File: src/rtl/clock_reset_pkg.sv
// Shared definitions for the reset tree: sequencer state encodings and default timing constants.
package clock_reset_pkg;

    // The encoding doubles as the output pair {div_reset, core_reset}.
    typedef enum logic [1:0] {
        SEQ_RUN         = 2'b00,
        SEQ_RELEASE_DIV = 2'b01,
        SEQ_ILLEGAL     = 2'b10,
        SEQ_ASSERT_ALL  = 2'b11
    } seq_state_e;

    localparam int DEF_SYNC_STAGES      = 2;
    localparam int DEF_DEBOUNCE_CYCLES  = 16;
    localparam int DEF_DIV_RESET_CYCLES = 4;
    localparam int DEF_CORE_HOLD_CYCLES = 8;
    localparam int DEF_CNT_W            = 8;
    localparam int RESET_COUNT_W        = 8;

    function automatic logic [RESET_COUNT_W-1:0] sat_inc(input logic [RESET_COUNT_W-1:0] value);
        return (value == '1) ? value : value + 1'b1;
    endfunction

endpackage

File: src/rtl/button_debouncer.sv
// Synchronizes the asynchronous reset button and accepts a level change only after it has
// been stable for DEBOUNCE_CYCLES cycles; db_rise pulses for one cycle with each accepted press.
module button_debouncer
    import clock_reset_pkg::*;
#(
    parameter int SYNC_STAGES     = DEF_SYNC_STAGES,
    parameter int DEBOUNCE_CYCLES = DEF_DEBOUNCE_CYCLES
) (
    input  logic clock,
    input  logic reset,
    input  logic button_in,
    output logic db,
    output logic db_rise
);

    localparam int DB_W = (DEBOUNCE_CYCLES > 1) ? $clog2(DEBOUNCE_CYCLES) : 1;
    localparam logic [DB_W-1:0] DB_LAST = DB_W'(DEBOUNCE_CYCLES - 1);

    logic [SYNC_STAGES-1:0] sync_q;
    logic [DB_W-1:0]        db_cnt_q;
    logic                   db_q;
    logic                   rise_q;
    logic                   b_s;

    assign b_s = sync_q[SYNC_STAGES-1];

    always_ff @(posedge clock or posedge reset) begin
        if (reset) begin
            sync_q <= '0;
        end else begin
            sync_q <= {sync_q[SYNC_STAGES-2:0], button_in};
        end
    end

    always_ff @(posedge clock or posedge reset) begin
        if (reset) begin
            db_cnt_q <= '0;
            db_q     <= 1'b0;
            rise_q   <= 1'b0;
        end else begin
            rise_q <= 1'b0;
            if (b_s == db_q) begin
                db_cnt_q <= '0;
            end else if (db_cnt_q == DB_LAST) begin
                // Mismatch has persisted long enough: adopt the new level.
                db_q     <= b_s;
                rise_q   <= b_s;
                db_cnt_q <= '0;
            end else begin
                db_cnt_q <= db_cnt_q + 1'b1;
            end
        end
    end

    assign db      = db_q;
    assign db_rise = rise_q;

endmodule

File: src/rtl/reset_sequencer.sv
// Staged reset generator: holds the clock divider in reset first, then releases the core
// once the divided clocks run; each accepted button press restarts the sequence.
module reset_sequencer
    import clock_reset_pkg::*;
#(
    parameter int SYNC_STAGES      = DEF_SYNC_STAGES,
    parameter int DEBOUNCE_CYCLES  = DEF_DEBOUNCE_CYCLES,
    parameter int DIV_RESET_CYCLES = DEF_DIV_RESET_CYCLES,
    parameter int CORE_HOLD_CYCLES = DEF_CORE_HOLD_CYCLES,
    parameter int CNT_W            = DEF_CNT_W
) (
    input  logic                     clock,
    input  logic                     reset,
    input  logic                     button_in,
    output logic                     div_reset,
    output logic                     core_reset,
    output logic [1:0]               seq_state,
    output logic [RESET_COUNT_W-1:0] reset_count
);

    localparam logic [CNT_W-1:0] DIV_LAST  = CNT_W'(DIV_RESET_CYCLES - 1);
    localparam logic [CNT_W-1:0] CORE_LAST = CNT_W'(CORE_HOLD_CYCLES - 1);

    seq_state_e               state_q;
    logic [CNT_W-1:0]         seq_cnt_q;
    logic [RESET_COUNT_W-1:0] press_cnt_q;
    logic                     db;
    logic                     db_rise;
    logic [1:0]               state_bits;

    button_debouncer #(
        .SYNC_STAGES     (SYNC_STAGES),
        .DEBOUNCE_CYCLES (DEBOUNCE_CYCLES)
    ) u_debouncer (
        .clock     (clock),
        .reset     (reset),
        .button_in (button_in),
        .db        (db),
        .db_rise   (db_rise)
    );

    always_ff @(posedge clock or posedge reset) begin
        if (reset) begin
            state_q     <= SEQ_ASSERT_ALL;
            seq_cnt_q   <= '0;
            press_cnt_q <= '0;
        end else begin
            if (db_rise) begin
                press_cnt_q <= sat_inc(press_cnt_q);
            end
            case (state_q)
                SEQ_ASSERT_ALL: begin
                    // A held button parks the sequence here with the counter at zero.
                    if (db) begin
                        seq_cnt_q <= '0;
                    end else if (seq_cnt_q == DIV_LAST) begin
                        state_q   <= SEQ_RELEASE_DIV;
                        seq_cnt_q <= '0;
                    end else begin
                        seq_cnt_q <= seq_cnt_q + 1'b1;
                    end
                end
                SEQ_RELEASE_DIV: begin
                    if (db_rise) begin
                        state_q   <= SEQ_ASSERT_ALL;
                        seq_cnt_q <= '0;
                    end else if (seq_cnt_q == CORE_LAST) begin
                        state_q   <= SEQ_RUN;
                        seq_cnt_q <= '0;
                    end else begin
                        seq_cnt_q <= seq_cnt_q + 1'b1;
                    end
                end
                SEQ_RUN: begin
                    if (db_rise) begin
                        state_q   <= SEQ_ASSERT_ALL;
                        seq_cnt_q <= '0;
                    end
                end
                default: begin
                    state_q   <= SEQ_ASSERT_ALL;
                    seq_cnt_q <= '0;
                end
            endcase
        end
    end

    assign state_bits  = state_q;
    assign div_reset   = state_bits[1];
    assign core_reset  = state_bits[0];
    assign seq_state   = state_bits;
    assign reset_count = press_cnt_q;

endmodule

File: config.mk
export PLATFORM = sky130hd
export DESIGN_NAME = reset_sequencer
export DESIGN_NICKNAME = d
export VERILOG_FILES = /design/src/rtl/clock_reset_pkg.sv /design/src/rtl/button_debouncer.sv /design/src/rtl/reset_sequencer.sv
export SDC_FILE = /design/constraint.sdc
export NUM_CORES = 1
export LEC_CHECK = 0
export ABC_AREA = 1
export BUFFER_PORTS_ARGS = -buffer_cell sky130_fd_sc_hd__buf_4
export CAP_MARGIN = 20
export CELL_PAD_IN_SITES_DETAIL_PLACEMENT = 1
export CELL_PAD_IN_SITES_GLOBAL_PLACEMENT = 1
export CORE_MARGIN = 3
export CORE_UTILIZATION = 35
export CTS_CLUSTER_SIZE = 40
export DETAILED_ROUTE_END_ITERATION = 10
export PLACE_DENSITY = 0.66
export SYNTH_ARGS = -nofsm -noshare
export SYNTH_HDL_FRONTEND = slang
export SYNTH_SLANG_ARGS = --single-unit
export TNS_END_PERCENT = 50
File: constraint.sdc
create_clock -name clock -period 3.4 [get_ports clock]
set_input_delay 0.17 -clock clock [delete_from_list [all_inputs] [get_ports clock]]
set_output_delay 0.17 -clock clock [all_outputs]
set_load 0.02 [all_outputs]
# ---- Word-level counts from Yosys, hierarchy flattened
# Cells that the tools add are included.
dict set report word_totals {
  ff_bits 26
  elab_cells 43
}
dict set report op_classes {
  n_addsub 3
  n_eq_ne 11
  mux 16
  n_bitwise 2
  reduce_logical 4
}
# operator n
set ops {}
lappend ops {{$mux W8} 5}
lappend ops {{$pmux W8 S3} 1}
lappend ops {{$add A8 B1 Y8 const B} 2}
lappend ops {{$mux W2} 5}
lappend ops {{$eq A8 B2 Y1 const B} 1}
lappend ops {{$eq A8 B3 Y1 const B} 1}
lappend ops {{$eq A8 B8 Y1 const B} 1}
lappend ops {{$mux W4} 2}
lappend ops {{$pmux W2 S3} 1}
lappend ops {{$add A4 B1 Y4 const B} 1}
lappend ops {{$eq A4 B4 Y1 const B} 1}
lappend ops {{$ne A2 B2 Y1 const B} 2}
lappend ops {{$reduce_and A2 Y1} 2}
lappend ops {{$reduce_and A4 Y1} 1}
lappend ops {{$ne A3 B2 Y1 const B} 1}
lappend ops {{$eq A2 B1 Y1 const B} 1}
lappend ops {{$eq A2 B2 Y1 const B} 1}
lappend ops {{$logic_not A2 Y1} 1}
lappend ops {{$mux W1} 2}
lappend ops {{$ne A2 B1 Y1 const B} 1}
lappend ops {{$not A1 Y1} 2}
lappend ops {{$eq A1 B1 Y1} 1}

# ---- Logic depth before layout (Yosys ltp)
# Gate-level depths: netlist of the first run.
dict set report logic_depth {
  depth_word 4
  depth_mapped 8
  ltp_nobuf 7
}

# ---- Modules after synthesis
# A second synthesis of the first run with hierarchy kept.
dict set report unflattened {
  cells_unflattened 194
  area_unflattened_um2 1466.4
}
# mod instances cells_per_inst area_per_inst_um2 seq_area_each_um2
set modules_own_cells {}
lappend modules_own_cells {reset_sequencer 1 160 1138.6 452.9}
lappend modules_own_cells {button_debouncer 1 34 327.8 200.2}

# ---- Worst setup path after synthesis of the first run
# Ideal clock, no wire load.
dict set report synth_timing {
  kind {flip-flop to flip-flop}
  startpoint {register press_cnt_q[0] (netlist: reset_count[0])}
  endpoint {register press_cnt_q[3] (netlist: reset_count[3])}
  setup_ps 118
  arrival_time_ps 1237
  slack_ps 2046
  stages_incl_launch_ff 8
  path_buffers 0
  period_less_slack_ps 1354
  path_cell_list {dfrtp_1 -> ha_1 -> inv_2 -> nor2_4 -> a21oi_4 -> nand2_1 -> nand2_1 -> nand2_1}
}
dict set report synth_via {
  elab_chain_cells 3
}
# element line_no
set synth_lines {}
lappend synth_lines {{start, declared} reset_sequencer.sv:26} ;# logic [RESET_COUNT_W-1:0] press_cnt_q;
lappend synth_lines {{start signal, assigned} reset_sequencer.sv:49} ;# press_cnt_q <= sat_inc(press_cnt_q);
lappend synth_lines {{parallel branches: the longest is 3 deep, another holds $add A8 B1 Y8} --}
# Parallel ways; which one is timed is not known.
# A chain may end at the register's enable or synchronous reset.

# ---- Worst setup path after layout of the first run
dict set report layout_timing {
  startpoint {register press_cnt_q[0] (netlist: reset_count[0])}
  endpoint {register press_cnt_q[6] (netlist: reset_count[6])}
}
# The elaborated chain is that of the path after synthesis.

==> results of run 1 <==
critical path: cells and delay by family, from the launching register on:
kind | cells | cell delay [ns]
AND/OR/NAND/NOR | 4 | 0.28
flip-flops | 1 | 0.43
AO/OA/AOI/OAI | 1 | 0.28
buffers and inverters | 1 | 0.09
adder cells (fa/ha/maj) | 1 | 0.24
kinds of logic after synthesis:
logic type / Yosys count
DFF: 26
adders and majority gates: 3
and+or+nand+nor: 110
buffers and inverters: 26
AOI/OAI and AO/OA: 11
xor gates and xnor gates: 6
muxes: 1
metrics by stage:
stage | setup WS, ns | instance area [um2] | power [W]
floorplan | 2.05 | 1420 | 0.000341
global placement | 2.08 | 1560 | 0.000348
detailed placement | 2.00 | 1560 | 0.000350
CTS | 1.97 | 1640 | 0.000609
global route | 1.85 | 1670 | 0.000636
finish | 1.97 | 1670 | 0.000602
metal layers:
metal	up-vias	global-route usage	share of wire
li1	599	-	-
met1	570	0.169	0.47
met2	10	0.254	0.50
met3	2	0.0275	0.023
met4	0	0.0255	0.0053
met5	-	0	0
flip-flops by register name (all words and copies together) (netlist names):
register	cells
seq_state	2
u_debouncer.sync_q	2
u_debouncer.db	1
u_debouncer.db_cnt_q	4
seq_cnt_q	8
u_debouncer.db_rise	1
reset_count	8
area by class of cell:
class	count	area [um2]	share of cell area
Tap cell	48	60.1	0.0361
Clock buffer	3	41.3	0.0248
Multi-Input combinational cell	131	654	0.393
Inverter	23	86.3	0.0518
Sequential cell	26	653	0.392
Timing Repair Buffer	17	140	0.0841
Clock inverter	1	30.0	0.0180
what timing repair did:
item / in CTS / in global routing
endpoints found under the hold margin: 1 / 12
hold buffers: 1 / 1
buffers inserted: 0 / 0
cells in the mapped netlist (all sizes together):
cell	instances
dfstp	2
nor3b	1
nand4	2
inv	23
dfrtp	24
a22oi	1
nand2	70
nand3b	4
o21ai	8
xnor2	3
xor2	3
mux2i	1
nand3	7
or2	1
a21oi	1
ha	3
nor3	1
nor2	24
buf	3
o211ai	1
power groups by stage:
stage	combinational [W]	sequential [W]	clock (W)
6_report	0.0000261	0.000320	0.000255
5_1_grt	0.0000304	0.000322	0.000284
4_1_cts	0.0000242	0.000321	0.000264
3_5_place_dp	0.0000233	0.000327	0
3_3_place_gp	0.0000213	0.000326	0
2_1_floorplan	0.0000156	0.000326	0
worst paths after layout:
check,startpoint,end,slack (ns),cells past startpoint
setup / recovery,reset_count[0],reset_count[6],1.97,7
hold / removal,u_debouncer.sync_q[0],u_debouncer.sync_q[1],0.36,0
setup reg to reg,reset_count[0],reset_count[6],1.97,7
hold reg to reg,u_debouncer.sync_q[0],u_debouncer.sync_q[1],0.36,0
max in group asynchronous,reset,seq_state[0],2.33,4
min in group asynchronous,reset,u_debouncer.db_cnt_q[1],0.51,3
==> results.json, run 1 <==
{
  "end_kind": "register",
  "rows": 22,
  "grt_pass1_vias": 1288,
  "grt_max_degree": 27,
  "routed_wl_um": 2990,
  "nets": 208,
  "overflow": 0,
  "die_x_um": 69.7,
  "hold_path.class": "reg2reg",
  "core-area_um2": 3800,
  "ir_drop_mv": 0.144,
  "synth_fa_ha_area_frac": 0.0264,
  "fin_worst_skew_ns": 0.00575,
  "drt_iter0_markers": 52,
  "outcome": "completed",
  "power.switching_w": 0.000118,
  "yosysTopAreaCell": "dfrtp_1",
  "hpwl_um": 2330,
  "cts-root-buf": "clkbuf_8",
  "arrival_ns": 1.59,
  "sw_frac_of_total": 0.196,
  "finalCritPeriodShare": 0.419,
  "crit_chain": "ha_1 > inv_2 > nor2_4 > a21oi_4 > nand2_1 > nand2_1 > nand2_1",
  "fillCellCount": 481,
  "pwr-share-comb": 0.043,
  "syn_to_final_growth_pct": 17.3,
  "initial_core_util": 0.374,
  "synth_top_family_by_area": "simple AND/OR/NAND/NOR gates",
  "fin_util": 0.438,
  "cap_violations": 0,
  "dr.pass1.iters": 4,
  "fin_setup_tns_ns": 0,
  "netlist.area_leader.share": 0.423,
  "num_vias": 1181,
  "finalSetupViolations": 0,
  "finalHoldViolations": 0,
  "clock_sinks": 26,
  "cts_resized": 0,
  "diodes": 0,
  "crit_path_max_incr_delay_ns": 0.43,
  "slowest_stage": "dfrtp_1",
  "pin_count": 15,
  "cts_tree": "yes",
  "power.density_nw_per_um2": 361,
  "period_needed_ns": 1.43,
  "gr-usage-all-layers": 0.139,
  "drive_above_1_share": 0.169,
  "rsz0062_at_grt": "no",
  "final_common_cell": "nand2_1",
  "routed_via_density": 4.74,
  "syn-num-nets": 189,
  "final_cells": 249,
  "crit_top_cell": "nand2_1",
  "synth_xor_area_frac": 0.0370,
  "slew_headroom": 0.625,
  "syn-mean-instance-area_um2": 7.76,
  "place_inst": 242,
  "crit_type": "reg2reg",
  "fin_hold_ws_ns": 0.358,
  "io_buffers": 14,
  "cts_max_level": 1,
  "routedWlPerCell_um": 12.0,
  "muxShareOfSynthArea": 0.00705,
  "synthDistinctLibCells": 27,
  "clock_latency_ns": 0.27,
  "synthesis.instances": 183,
  "max_clock_freq_mhz": 701,
  "syn_area_um2": 1420,
  "synthTopCellsByArea": "dfrtp_1, nand2_1, inv_1",
  "tightest_slew_ns": 0.562,
  "synth_seq_area_share": 0.460,
  "clkPwrFrac": 0.424,
  "path_max_fanout": 10,
  "required_ns": 3.56,
  "crit_path_start_kind": "register",
  "yosysWarnings": 0,
  "p_int_w": 0.000484,
  "pwr-share-seq": 0.533,
  "antenna_left": 0,
  "ys_ff_latch": 26,
  "p_leak_nw": 0.873,
  "finalWeightedCongestion": 0.828,
  "synth_compound_area_frac": 0.0529,
  "antenna_found_initial": 0,
  "slew_viol_final": 0,
  "cts_buffer_depth": 2,
  "dieArea_um2": 4860,
  "die_h_um": 69.7,
  "numCtsBuffers": 3,
  "synthSimpleGateAreaFrac": 0.337,
  "clkTransAtPathRegs_ns": 0.09,
  "layout_common_cells": "nand2_1, dfrtp_1, inv_1, nor2_1, buf_4",
  "drc_errors": 0,
  "grt_pass1_wl_um": 5600
}
No activity file was read; power rests on OpenSTA's default activity.
==> run 2, diff against run 1 <==
--- a/config.mk
+++ b/config.mk
@@ -14,7 +14,7 @@
 export CORE_UTILIZATION = 35
 export CTS_CLUSTER_SIZE = 40
 export DETAILED_ROUTE_END_ITERATION = 10
-export PLACE_DENSITY = 0.66
+export PLACE_DENSITY = 0.69
 export SYNTH_ARGS = -nofsm -noshare
 export SYNTH_HDL_FRONTEND = slang
 export SYNTH_SLANG_ARGS = --single-unit
==> constraint.sdc (replaced) <==
create_clock -name clock -period 1.2 [get_ports clock]
set_input_delay 0.06 -clock clock [delete_from_list [all_inputs] [get_ports clock]]
set_output_delay 0.06 -clock clock [all_outputs]
set_load 0.02 [all_outputs]
==> run 2 against run 1 <==
  * The flow now finishes with violations (setup timing)
  * Combinational power rose to 3.8 times the previous value
  * Via count rose by 13%
  * Flip-flop and latch count did not move
  * Cell area rose by 19%
  * Hold slack improved by 0.0094 ns
  * Sequential power rose to 2.8 times the previous value
  * Non-clock buffer count rose by 25
  * Sequential share of layout area fell by 5.9 points
  * Largest power group unchanged
==> results.json, run 2 (synthesis gave the netlist of run 1 again) <==
{
  "outcome": "complete, but fails checks",
  "violations": "setup timing",
  "rows": 22,
  "syn_to_final_growth_pct": 39.2,
  "p_leak_nw": 0.990,
  "place_inst": 263,
  "grt_pass1_wl_um": 6390,
  "cts-root-buf": "clkbuf_8",
  "worst-path-buf-inv": 2,
  "slowest_stage": "dfrtp_2",
  "cts_max_level": 1,
  "io_buffers": 14,
  "routed_via_density": 4.87,
  "tightest_slew_ns": 0.359,
  "max_clock_freq_mhz": 772,
  "final_common_cell": "nand2_1",
  "path_max_fanout": 4,
  "sw_frac_of_total": 0.220,
  "rsz0062_at_grt": "yes",
  "end_kind": "register",
  "routed_wl_um": 4020,
  "hpwl_um": 2720,
  "multi_input_area_um2": 790,
  "slew_headroom": 0.761,
  "required_ns": 1.39,
  "drt_iter0_markers": 61,
  "grt_pass1_vias": 1372,
  "dieArea_um2": 4860,
  "period_needed_ns": 1.29,
  "layout_common_cells": "nand2_1, buf_4, dfrtp_1, inv_1, nor2_1",
  "finalWeightedCongestion": 0.767,
  "fin_ws_ns": -0.0947,
  "cts_buffer_depth": 2,
  "antenna_found_initial": 0,
  "clock_sinks": 26,
  "crit_type": "reg2reg",
  "crit_path_max_incr_delay_ns": 0.41,
  "reg2reg_from": "reset_count[1]",
  "gr-usage-all-layers": 0.162,
  "nets": 234,
  "startpoint": "reset_count[1]",
  "diodes": 0,
  "pwr-share-seq": 0.577,
  "cts_tree": "yes",
  "drc_errors": 0,
  "numCtsBuffers": 3,
  "pin_count": 15,
  "routedWlPerCell_um": 14.6,
  "cp_top_family": "flip-flops",
  "arrival_ns": 1.49,
  "fin_setup_tns_ns": -0.498,
  "num_vias": 1340,
  "initial_core_util": 0.374,
  "slew_viol_final": 0,
  "fin_hold_ws_ns": 0.367,
  "clock_latency_ns": 0.27,
  "clkPwrFrac": 0.360,
  "p_int_w": 0.00123,
  "ir_drop_mv": 0.323,
  "grt_max_degree": 27,
  "hold_start": "u_debouncer.sync_q[0]",
  "finalCritPeriodShare": 1.08,
  "final_cells": 275,
  "fillCellCount": 463,
  "overflow": 0,
  "crit_chain": "ha_4 > inv_4 > nor2_4 > buf_6 > xor2_1 > nand2_1 > o21ai_1",
  "dr.pass1.iters": 4,
  "finalHoldViolations": 0,
  "pre_cts_ws_ns": -0.0945,
  "cap_violations": 0,
  "finalSetupViolations": 14,
  "core-area_um2": 3800,
  "clkTransAtPathRegs_ns": 0.09,
  "die_x_um": 69.7,
  "power.density_nw_per_um2": 797,
  "power.switching_w": 0.000346,
  "p_total_w": 0.00158,
  "antenna_left": 0,
  "hold_path.class": "reg2reg",
  "pwr-share-comb": 0.063,
  "regArea_um2": 659,
  "die_h_um": 69.7,
  "drive_above_1_share": 0.392,
  "crit_path_start_kind": "register",
  "fin_worst_skew_ns": 0.00240
}
==> run 2: per-stage QoR <==
step / area (um2) / util
5_1_grt: 1980 / 0.520
4_1_cts: 1860 / 0.488
2_1_floorplan: 1440 / -
3_3_place_gp: 1730 / 0.457
6_report: 1980 / 0.520
3_5_place_dp: 1730 / 0.457
==> run 2: power by group through the flow <==
stage,clock network [W],registers (W),logic [W]
finish,0.000568,0.000909,0.0000992
global route,0.000632,0.000911,0.000111
CTS,0.000592,0.000906,0.0000869
detailed placement,0,0.000923,0.0000797
global placement,0,0.000921,0.0000751
floorplan,0,0.000923,0.0000442
==> run 2: cell type report <==
cell class	count	share of cell area
flip-flops and latches	26	0.334
inverters	23	0.0449
multi-input cells	132	0.399
repair buffers	42	0.164
well taps	48	0.0304
clock buffers	4	0.0278
==> run 2: worst paths after layout <==
| kind | depth (start not counted) | to | slack [ns] |
|---|---|---|---|
| setup reg to reg | 7 | reset_count[4] | -0.09 |
| min in group asynchronous | 4 | seq_cnt_q[2] | 0.45 |
| hold / removal | 0 | u_debouncer.sync_q[1] | 0.37 |
| setup / recovery | 7 | reset_count[4] | -0.09 |
| max in group asynchronous | 4 | seq_state[1] | 0.45 |
| hold reg to reg | 0 | u_debouncer.sync_q[1] | 0.37 |
==> run 2: what timing repair did <==
| action | 4_1_cts | 5_1_grt |
|---|---|---|
| setup endpoints to repair | 15 | 20 |
| resized for setup | 9 | 27 |
| hold buffers | 2 | 0 |
| cloned | 1 | 0 |
| pin swaps | 8 | 14 |
| hold endpoints to repair | 25 | 0 |
| buffers inserted | 2 | 3 |
==> run 2: routing by layer <==
layer,vias to the layer above,global-route usage,part of all wire
met5,-,0,0
met4,0,0.0447,0.0090
met3,4,0.0130,0.014
met2,10,0.307,0.55
met1,674,0.193,0.43
li1,652,-,-
==> run 2: worst reg2reg max path: cells and delay by family, from the launching register on <==
kind	cells	cell delay (ns)
flops	1	0.41
simple gates	2	0.25
buf+inv	2	0.17
fa+ha+maj	1	0.15
xor+xnor	1	0.14
compound gates	1	0.09
==> run 3, diff against run 2 <==
--- a/config.mk
+++ b/config.mk
@@ -14,8 +14,8 @@
 export CORE_UTILIZATION = 35
 export CTS_CLUSTER_SIZE = 40
 export DETAILED_ROUTE_END_ITERATION = 10
+export GPL_ROUTABILITY_DRIVEN = 0
 export PLACE_DENSITY = 0.69
 export SYNTH_ARGS = -nofsm -noshare
 export SYNTH_HDL_FRONTEND = slang
 export SYNTH_SLANG_ARGS = --single-unit
-export TNS_END_PERCENT = 50
==> run 3 against run 2 <==
  * The run still ends with setup timing left
  * Die area is the same
  * Worst setup slack worse by 0.0013 ns
  * Combinational power grew 14%
  * Count of clock-buffer cells in the layout unchanged
  * Sequential share of layout area down 0.86 points
  * Final cell count rose by 1.1%
  * Largest cell class unchanged
==> results.json, run 3 (synthesis gave the netlist of run 1 again) <==
{
  "nets": 237,
  "crit_chain": "ha_4 > inv_4 > nor2_4 > buf_6 > xor2_1 > nand2_1 > o21ai_1",
  "cts_tree": "yes",
  "crit_type": "reg2reg",
  "pin_count": 15,
  "fin_setup_tns_ns": -0.592,
  "fin_hold_ws_ns": 0.367,
  "core-area_um2": 3800,
  "regArea_um2": 659,
  "drc_errors": 0,
  "clock_sinks": 26,
  "routed_wl_um": 4230,
  "antenna_left": 0,
  "diodes": 0,
  "ir_drop_mv": 0.341,
  "slew_viol_final": 0,
  "die_h_um": 69.7,
  "cts_max_level": 1,
  "routedWlPerCell_um": 15.2,
  "p_leak_nw": 1.01,
  "initial_core_util": 0.374,
  "routed_via_density": 4.88,
  "dr.pass1.iters": 4,
  "dpl_cell_area_um2": 1730,
  "layout_common_cells": "nand2_1, buf_4, dfrtp_1, inv_1, nor2_1",
  "slew_headroom": 0.760,
  "final_area_um2": 2030,
  "end_kind": "register",
  "dieArea_um2": 4860,
  "grt_pass1_wl_um": 6450,
  "max_clock_freq_mhz": 772,
  "fin_worst_skew_ns": 0.00229,
  "io_buffers": 14,
  "hpwl_um": 2720,
  "fin_ws_ns": -0.0960,
  "required_ns": 1.39,
  "period_needed_ns": 1.30,
  "grt_max_degree": 27,
  "finalHoldViolations": 0,
  "cap_violations": 0,
  "num_vias": 1358,
  "arrival_ns": 1.49,
  "slowest_stage": "dfrtp_2",
  "violations": "setup timing",
  "hold_path.class": "reg2reg",
  "die_x_um": 69.7,
  "place_inst": 263,
  "grt_pass1_vias": 1384,
  "crit_path_max_incr_delay_ns": 0.41,
  "outcome": "complete, but fails checks",
  "final_cells": 278,
  "rsz0062_at_grt": "yes",
  "syn_to_final_growth_pct": 42.9,
  "path_max_fanout": 4,
  "numCtsBuffers": 3,
  "multi_input_area_um2": 805,
  "fin_util": 0.534,
  "final_common_cell": "nand2_1",
  "finalCritPeriodShare": 1.08,
  "tightest_slew_ns": 0.360,
  "clock_latency_ns": 0.27,
  "power.density_nw_per_um2": 785,
  "antenna_found_initial": 0,
  "cts-root-buf": "clkbuf_8",
  "drive_above_1_share": 0.426,
  "clkTransAtPathRegs_ns": 0.09,
  "crit_path_start_kind": "register",
  "overflow": 0,
  "rows": 22,
  "drt_iter0_markers": 50,
  "finalSetupViolations": 15,
  "gr-usage-all-layers": 0.163,
  "cts_buffer_depth": 2,
  "fillCellCount": 459
}
run 3: cell count changes in the layout (fill, tap and decap cells not counted), sizes merged:
| cell | before | now |
|---|---|---|
| buf | 40 | 43 |
run 3: final timing paths:
check,from,to,slack (ns),depth (start not counted)
max,reset_count[1],reset_count[4],-0.1,7
min,u_debouncer.sync_q[0],u_debouncer.sync_q[1],0.37,0
max reg2reg,reset_count[1],reset_count[4],-0.1,7
min reg2reg,u_debouncer.sync_q[0],u_debouncer.sync_q[1],0.37,0
max in group asynchronous,reset,seq_state[1],0.47,4
min in group asynchronous,reset,seq_cnt_q[2],0.43,4
run 3: timing repair:
item	4_1_cts	5_1_grt
hold buffers	2	0
pin swaps	8	21
hold endpoints to repair	25	0
cloned	1	0
resized for setup	8	38
endpoints found under the setup margin	15	20
setup buffers	3	6
run 3: power by group:
group | internal (W) | leakage [nW] | switching [W]
Sequential | 0.000894 | 0.340 | 0.0000138
Combinational | 0.0000506 | 0.642 | 0.0000629
Clock | 0.000293 | 0.0288 | 0.000280
run 3: per-layer routing:
metal / up-vias / global-route usage / part of all wire
li1: 657 / - / -
met1: 681 / 0.194 / 0.42
met2: 14 / 0.310 / 0.55
met3: 6 / 0.0130 / 0.017
met4: 0 / 0.0447 / 0.013
met5: - / 0 / 0
run 3: critical path, delay by kind of cell (launching register included):
family | cells | cell delay (ns)
simple gates | 2 | 0.25
fa+ha+maj | 1 | 0.15
flops | 1 | 0.41
compound gates | 1 | 0.09
buf+inv | 2 | 0.17
xor+xnor | 1 | 0.14
run 3: cell type report:
cell class,instances,share of cell area
Multi-Input combinational cell,132,0.396
Sequential cell,26,0.325
Timing Repair Buffer,45,0.178
Inverter,23,0.0438
Tap cell,48,0.0296
Clock buffer,4,0.0271
run 3: per-stage QoR:
stage | worst slack [ns] | total power, W
floorplan | -0.0319 | 0.000967
global placement | -0.0318 | 0.000996
detailed placement | -0.0945 | 0.00100
CTS | -0.0520 | 0.00159
global route | -0.158 | 0.00167
finish | -0.0960 | 0.00159
